===== src/rtl/uart_tx_arbiter.sv =====
// Round-robin arbiter that lets N byte streams share one UART transmitter.
// A granted requester owns the transmitter until its last byte transfers, then an optional idle gap follows.
module uart_tx_arbiter #(
  parameter int N   = 4,
  parameter int GAP = 2
) (
  input  logic           clk,
  input  logic           reset,
  input  logic [N-1:0]   req_valid,
  input  logic [8*N-1:0] req_byte,
  input  logic [N-1:0]   req_last,
  output logic [N-1:0]   req_ready,
  output logic           tx_valid,
  output logic [7:0]     tx_byte,
  input  logic           tx_ready,
  output logic [N-1:0]   grant,
  output logic           busy
);

  localparam int IW = (N > 1) ? $clog2(N) : 1;
  localparam int SW = IW + 1;
  localparam logic [IW-1:0] LAST_IDX = IW'(N - 1);
  localparam logic [7:0]    GAP_LOAD = (GAP > 0) ? 8'(GAP - 1) : 8'd0;
  localparam logic [N-1:0]  ONE_HOT0 = {{(N-1){1'b0}}, 1'b1};

  typedef enum logic [1:0] {
    ST_IDLE = 2'd0,
    ST_PASS = 2'd1,
    ST_GAP  = 2'd2
  } state_t;

  state_t        state_q, state_d;
  logic [N-1:0]  grant_q, grant_d;
  logic [IW-1:0] owner_q, owner_d;
  logic [IW-1:0] ptr_q, ptr_d;
  logic [7:0]    gap_cnt_q, gap_cnt_d;
  logic [IW-1:0] pick_s;
  logic [SW-1:0] idx_s;
  logic          found_s;
  logic          xfer_s;

  // Round-robin search: first valid requester at or above ptr, wrapping past N-1.
  always_comb begin
    found_s = 1'b0;
    pick_s  = '0;
    idx_s   = '0;
    for (int k = 0; k < N; k++) begin
      idx_s = {1'b0, ptr_q} + SW'(k);
      idx_s = (idx_s >= SW'(N)) ? (idx_s - SW'(N)) : idx_s;
      if (!found_s && req_valid[idx_s[IW-1:0]]) begin
        found_s = 1'b1;
        pick_s  = idx_s[IW-1:0];
      end else begin
        found_s = found_s;
      end
    end
  end

  // Owner pass-through; everything is quiet outside PASS.
  always_comb begin
    tx_valid  = 1'b0;
    tx_byte   = 8'h00;
    req_ready = '0;
    if (state_q == ST_PASS) begin
      tx_valid           = req_valid[owner_q];
      tx_byte            = req_valid[owner_q] ? req_byte[8*owner_q +: 8] : 8'h00;
      req_ready[owner_q] = tx_ready;
    end else begin
      tx_valid = 1'b0;
    end
  end

  assign xfer_s = tx_valid & tx_ready;

  // Next-state logic for the IDLE / PASS / GAP sequencer.
  always_comb begin
    state_d   = state_q;
    grant_d   = grant_q;
    owner_d   = owner_q;
    ptr_d     = ptr_q;
    gap_cnt_d = gap_cnt_q;
    case (state_q)
      ST_IDLE: begin
        if (found_s) begin
          grant_d = ONE_HOT0 << pick_s;
          owner_d = pick_s;
          state_d = ST_PASS;
        end else begin
          grant_d = '0;
        end
      end
      ST_PASS: begin
        if (xfer_s && req_last[owner_q]) begin
          ptr_d   = (owner_q == LAST_IDX) ? '0 : (owner_q + IW'(1));
          grant_d = '0;
          if (GAP > 0) begin
            state_d   = ST_GAP;
            gap_cnt_d = GAP_LOAD;
          end else begin
            state_d = ST_IDLE;
          end
        end else begin
          state_d = ST_PASS;
        end
      end
      ST_GAP: begin
        if (gap_cnt_q == 8'd0) begin
          state_d = ST_IDLE;
        end else begin
          gap_cnt_d = gap_cnt_q - 8'd1;
        end
      end
      default: begin
        state_d = ST_IDLE;
        grant_d = '0;
      end
    endcase
  end

  // State registers; reset overrides any transfer in the same cycle.
  always_ff @(posedge clk) begin
    if (reset) begin
      state_q   <= ST_IDLE;
      grant_q   <= '0;
      owner_q   <= '0;
      ptr_q     <= '0;
      gap_cnt_q <= 8'd0;
    end else begin
      state_q   <= state_d;
      grant_q   <= grant_d;
      owner_q   <= owner_d;
      ptr_q     <= ptr_d;
      gap_cnt_q <= gap_cnt_d;
    end
  end

  assign grant = grant_q;
  assign busy  = (state_q != ST_IDLE);

endmodule


===== config.mk =====
export PLATFORM = sky130hd
export DESIGN_NAME = uart_tx_arbiter
export DESIGN_NICKNAME = d
export VERILOG_FILES = /design/src/rtl/uart_tx_arbiter.sv
export SDC_FILE = /design/constraint.sdc
export NUM_CORES = 1
export LEC_CHECK = 0
export ABC_AREA = 1
export BUFFER_PORTS_ARGS = -buffer_cell sky130_fd_sc_hd__buf_2
export CORE_ASPECT_RATIO = 1.75
export CORE_UTILIZATION = 51
export CTS_BUF_LIST = sky130_fd_sc_hd__clkbuf_4 sky130_fd_sc_hd__clkbuf_8
export CTS_CLUSTER_DIAMETER = 30
export DETAILED_ROUTE_END_ITERATION = 16
export PLACE_DENSITY = 0.87
export SYNTH_ARGS = -nofsm -noshare
export SYNTH_HDL_FRONTEND = slang
export SYNTH_SLANG_ARGS = --single-unit
export TNS_END_PERCENT = 5

===== constraint.sdc =====
create_clock -name clk -period 2 [get_ports clk]
set_input_delay 0 -clock clk [delete_from_list [all_inputs] [get_ports clk]]
set_output_delay 0 -clock clk [all_outputs]
set_load 0.1 [all_outputs]

Word-level counts from Yosys, hierarchy flattened
Cells that the tools add are included.
{"block": "totals", "reg_bits": 18, "in_bits": 43}
{"block": "classes", "add_sub_neg": 9, "magnitude_cmp": 10, "eq_ne": 7, "n_shift": 2, "mux": 41, "n_bitwise": 3, "reduce_logical": 17}
{"operator": "$mux 8", "count": 4}
{"operator": "$shiftx 32x6->8", "count": 1}
{"operator": "$mux 2", "count": 12}
{"operator": "$pmux 8 s2", "count": 1}
{"operator": "$lt 2x3->1 const B", "count": 5}
{"operator": "$bmux 1 s2", "count": 6}
{"operator": "$mux 1", "count": 12}
{"operator": "$mux 4", "count": 3}
{"operator": "$pmux 4 s3", "count": 1}
{"operator": "$ge 3x3->1 const B", "count": 3}
{"operator": "$logic_not 8->1", "count": 1}
{"operator": "$reduce_and 2->1", "count": 4}
{"operator": "$sub 2x1->2 const B", "count": 4}
{"operator": "$sub 8x1->8 const B", "count": 1}
{"operator": "$add 2x2->3 const B", "count": 2}
{"operator": "$ne 2x2->1 const B", "count": 3}
{"operator": "$pmux 2 s3", "count": 1}
{"operator": "$logic_and 1x1->1", "count": 5}
{"operator": "$and 4x4->4", "count": 1}
{"operator": "$eq 2x2->1 const B", "count": 2}
{"operator": "$reduce_bool 2->1", "count": 2}
{"operator": "$shl 1x2->4 const A", "count": 1}
{"operator": "$add 2x1->3 const B", "count": 1}
{"operator": "$ge 2x3->1 const B", "count": 1}
{"operator": "10 further kinds", "count": 12}

Logic depth before layout (Yosys ltp)
{"block": "logic_depth", "depth_word": 17, "depth_mapped": 12}

Least setup slack after synthesis
No wires, ideal clock.
{"block": "synth_path", "kind": "reg-to-output", "start": "register owner_q[0]", "end": "output req_ready[3]", "arrival_ns": 2.654, "required_time_ns": 2.000, "slack_ns": -0.654, "path_stages_with_launch": 4, "path_cell_list": "dfxtp_1 ha_1 inv_1 nor3_1"}
{"block": "synth_via", "elab_chain_len": 6}
{"item": "start, declared", "line": "34", "rtl": "logic [IW-1:0] owner_q, owner_d;"}
{"item": "start signal, assigned", "line": "131", "rtl": "owner_q <= owner_d;"}
{"item": "$lt 2x3->1 (not written as such) or $ge 2x1->1 (tied branches)", "line": "67", "rtl": "req_ready[owner_q] = tx_ready;"}
{"item": "$logic_and 1x1->1 (not written as such)", "line": "67"}
{"item": "$mux 1 (not written as such)", "line": "67"}
{"item": "$demux 1 s2 (*)", "line": "67"}
{"item": "$and 4x4->4 (no source line) (*)"}
{"item": "$mux 4 (*)", "line": "64", "rtl": "if (state_q == ST_PASS) begin"}
{"item": "end, declared", "line": "12", "rtl": "output logic [N-1:0] req_ready,"}
Every way passes the cells marked *; elsewhere a longest branch is shown, timed or not.

Worst setup path after layout
{"block": "layout_path", "start": "register owner_q[0]", "end": "output tx_byte[4]"}
{"block": "layout_via", "elab_chain_len": 4}
{"item": "parallel branches: the longest is 2 deep, another holds $shiftx 32x6->8"}
{"item": "$mux 8 (*)", "line": "66", "rtl": "tx_byte = req_valid[owner_q] ? req_byte[8*owner_q +: 8] : 8'h00;"}
{"item": "$mux 8 (*)", "line": "64"}
{"item": "end, declared", "line": "14", "rtl": "output logic [7:0] tx_byte,"}
Every way passes the cells marked *. The select of a mux whose other input is x is not followed.

==> metrics.md <==
| Metric | Value |
|---|---|
| Fillers | 260 |
| Worst Path Required | 2000 ps |
| Grt total ovfl | 0 |
| Leakage power total | roughly 1.1 nW |
| Initial antenna violation count | 0 |
| Initial DRC count | 41 |
| Num rows | 26 |
| Commonest non-fill, non-tap cells in the layout | nand2_1 (56), nor2_1 (52), buf_2 (51) |
| Sequential fraction of the synthesis area | 0.220 |
| Share of cells above drive strength 1 | 0.290 |
| Die Span Y | ~77 µm |
| 1st-pass router iterations | 4 |
| Worst R2R Start | ptr_q[0]$_SDFFE_PP0P_ |
| Avg WL per Cell | between 10 and 15 µm |
| Number of remaining DRC errors | 0 |
| CP Max Fanout | 23 |
| Setup bufs post-CTS | 0 |
| Reg2reg end | grant[0]$_SDFFE_PP0P_ |
| Clock sink count | 18 |
| Crit Path Category | register to primary output |
| Post-synth ARST share | 0 |
| First-pass GRT wire length | about 7200 µm |
| Max Clock Freq | between 500 and 600 MHz |
| Number of I/O port buffers | 60 |
| Setup violations, final | 0 |
| Cts hold-fix bufs | 0 |
| Pwr Density | 921 nW/µm² |
| Top_reg_cell synth | dfxtp_1 |
| Post-DP HPWL | ~3400 µm |
| Placed Cells | between 300 and 400 |
| Num CTS Buffers | 3 |
| Worst relative slew slack | 0.673 |
| Via count | between 1500 and 2000 |
| IO Count | ~60 |
| Arrival time at the worst endpoint | around 1900 ps |
| H-tree depth | 1 |
| CP endpoint kind | primary output |
| Vias in the first global route | approximately 1800 |
| Netlist cell types | 29 |
| Worst-path clk slew | 60 ps |
| Min Clock Period, post-route | between 1500 and 2000 ps |
| GP Congestion | 0.876 |
| CTS tree | built |
| Worst-margin pin slew | ~490 ps |
| Hold crit path type | input pin to register |
| GRT Total Usage | 0.266 |
| Nets@finish | between 300 and 400 |
| Routed vias/inst | roughly 5.2 |
| Max VDD drop | between 0.0006 and 0.0007 V |
| Clock Latency Late Sink | 260 ps |
| Root buf cell | clkbuf_8 |
| Synth Area per Inst | 6.02 µm² |
| Final hold vios | 0 |
| Clock Skew | about 7.1 ps |
| Placed cell area | 2100 µm² |
| Die area | between 3000 and 4000 µm² |
| Worst setup startpoint | owner_q[0]$_SDFFE_PP0P_ |
| Commonest non-fill, non-tap cell in the layout | nand2_1 |
| # diodes | 0 |
| Crit share post-route | 0.935 |
| Antenna Nets Post-Route | 0 |
| Post-Syn Instances | 272 |
| Critical path endpoint | tx_byte[4] |
| Register bit total from synthesis | 18 |
| Post-route cell area | 2150 µm² |
| Synth-to-Final Area Change | 31.5% |
| MaxCap Viol Count | 0 |
| Reg2Reg Depth | 10 |
| Final WL | around 4300 µm |
| Largest net degree at the start of global routing | 24 |
| Setup crit start kind | register |
| Ys Warns | 0 |
| Initial Util | 0.547 |
| Clock buffer depth | 2 |
| RSZ-0062 raised after global routing | true |
| DIE WIDTH | about 45 µm |
| Syn Nets | ~320 |
| Setup tns final | 0 ps |
| Final std cells w/o fill | 373 |
| CORE AREA | around 3000 µm² |
| Cell Area, Synth | between 1500 and 2000 µm² |
| Status | finished, final reports clean |
| Post-synth EDFFs | 0 |
| Post-cts sizing count | 0 |
| Max-slew violation count | 0 |
| Worst reg2reg setup slack | between 200 and 300 ps |
| Final Util | 0.719 |
## cell usage after synthesis (2+ instances only)
| library cell | number | area share |
|---|---|---|
| xor2_1 | 3 | 0.016 |
| buf_2 | 2 | 0.0061 |
| ha_1 | 6 | 0.046 |
| nand3b_1 | 3 | 0.014 |
| nand2_4 | 6 | 0.041 |
| dfxtp_1 | 18 | 0.22 |
| inv_1 | 21 | 0.048 |
| o21ai_1 | 8 | 0.024 |
| nor2_1 | 52 | 0.12 |
| nor2_2 | 2 | 0.0076 |
| nand2_1 | 56 | 0.13 |
| o21ai_0 | 19 | 0.058 |
| nand4_1 | 5 | 0.019 |
| buf_6 | 3 | 0.021 |
| nor3_1 | 3 | 0.0092 |
| inv_2 | 7 | 0.016 |
| nand2_2 | 7 | 0.027 |
| a21oi_1 | 23 | 0.070 |
| nand3_1 | 16 | 0.049 |
| clkbuf_1 | 3 | 0.0069 |
## cell type report
class | instances | area, µm² | area share
Tap cell | 42 | 52.6 | 0.0244
Multi-Input combinational cell | 217 | 1110 | 0.518
Clock buffer | 4 | 55.1 | 0.0256
Sequential cell | 18 | 360 | 0.167
Timing Repair Buffer | 64 | 465 | 0.216
Inverter | 28 | 105 | 0.0488
## critical path, stage by stage (launching register included)
cell     delay, ps
dfxtp_1        320
buf_4          210
a21oi_1        160
o21ai_1         90
nand2_2        110
nand2_1        210
a21oi_1        300
buf_12         210
## kinds of logic (layout without fill, tap and decap cells)
group                    Yosys count  after routing  share of synthesized area
AO/OA/AOI/OAI                     55             55                      0.178
adder cells (fa/ha/maj)            6              6                     0.0458
buffers and inverters             37             96                      0.102
XOR/XNOR                           3              3                     0.0160
AND/OR/NAND/NOR                  153            153                      0.438
flip-flops                        18             18                      0.220
## registers in the layout, indices dropped and copies added, names as in the netlist
| signal | count |
|---|---|
| gap_cnt_q | 8 |
| grant | 4 |
| owner_q | 2 |
| state_q | 2 |
| ptr_q | 2 |
## metrics by stage
stage / hold WS, ps / worst slack [ps] / total power, mW
global placement: 297 / 341 / 1.67
CTS: 21.1 / 130 / 1.99
detailed placement: 297 / 317 / 1.69
floorplan: 263 / -560 / 1.37
finish: 31.3 / 131 / 1.98
global route: 30.6 / -37.4 / 2.11
## power by group
| group | internal (mW) | leakage, nW | switching (mW) |
|---|---|---|---|
| sequential | 0.398 | 0.147 | 0.0289 |
| clock | 0.175 | 0.0288 | 0.126 |
| combinational | 0.382 | 0.910 | 0.873 |
| total | 0.955 | 1.09 | 1.03 |
## worst min path at each step
| stage | start | end | depth (start not counted) | slack, ps |
|---|---|---|---|---|
| floorplan | tx_ready | req_ready[3] | 2 | 260 |
| global placement | reset | gap_cnt_q[7]$_SDFFE_PP0P_ | 2 | 300 |
| detailed placement | reset | gap_cnt_q[7]$_SDFFE_PP0P_ | 2 | 300 |
| CTS | reset | gap_cnt_q[7]$_SDFFE_PP0P_ | 2 | 20 |
| global route | reset | gap_cnt_q[7]$_SDFFE_PP0P_ | 2 | 30 |
| finish | reset | gap_cnt_q[7]$_SDFFE_PP0P_ | 2 | 30 |
## per-layer routing
layer,global-route usage,part of all wire,vias up
met5,0,0,-
met4,0.103,0.020,0
met3,0.0306,0.046,9
met2,0.515,0.56,50
met1,0.264,0.37,866
li1,-,-,1000
No activity file was read; power rests on OpenSTA's default activity.
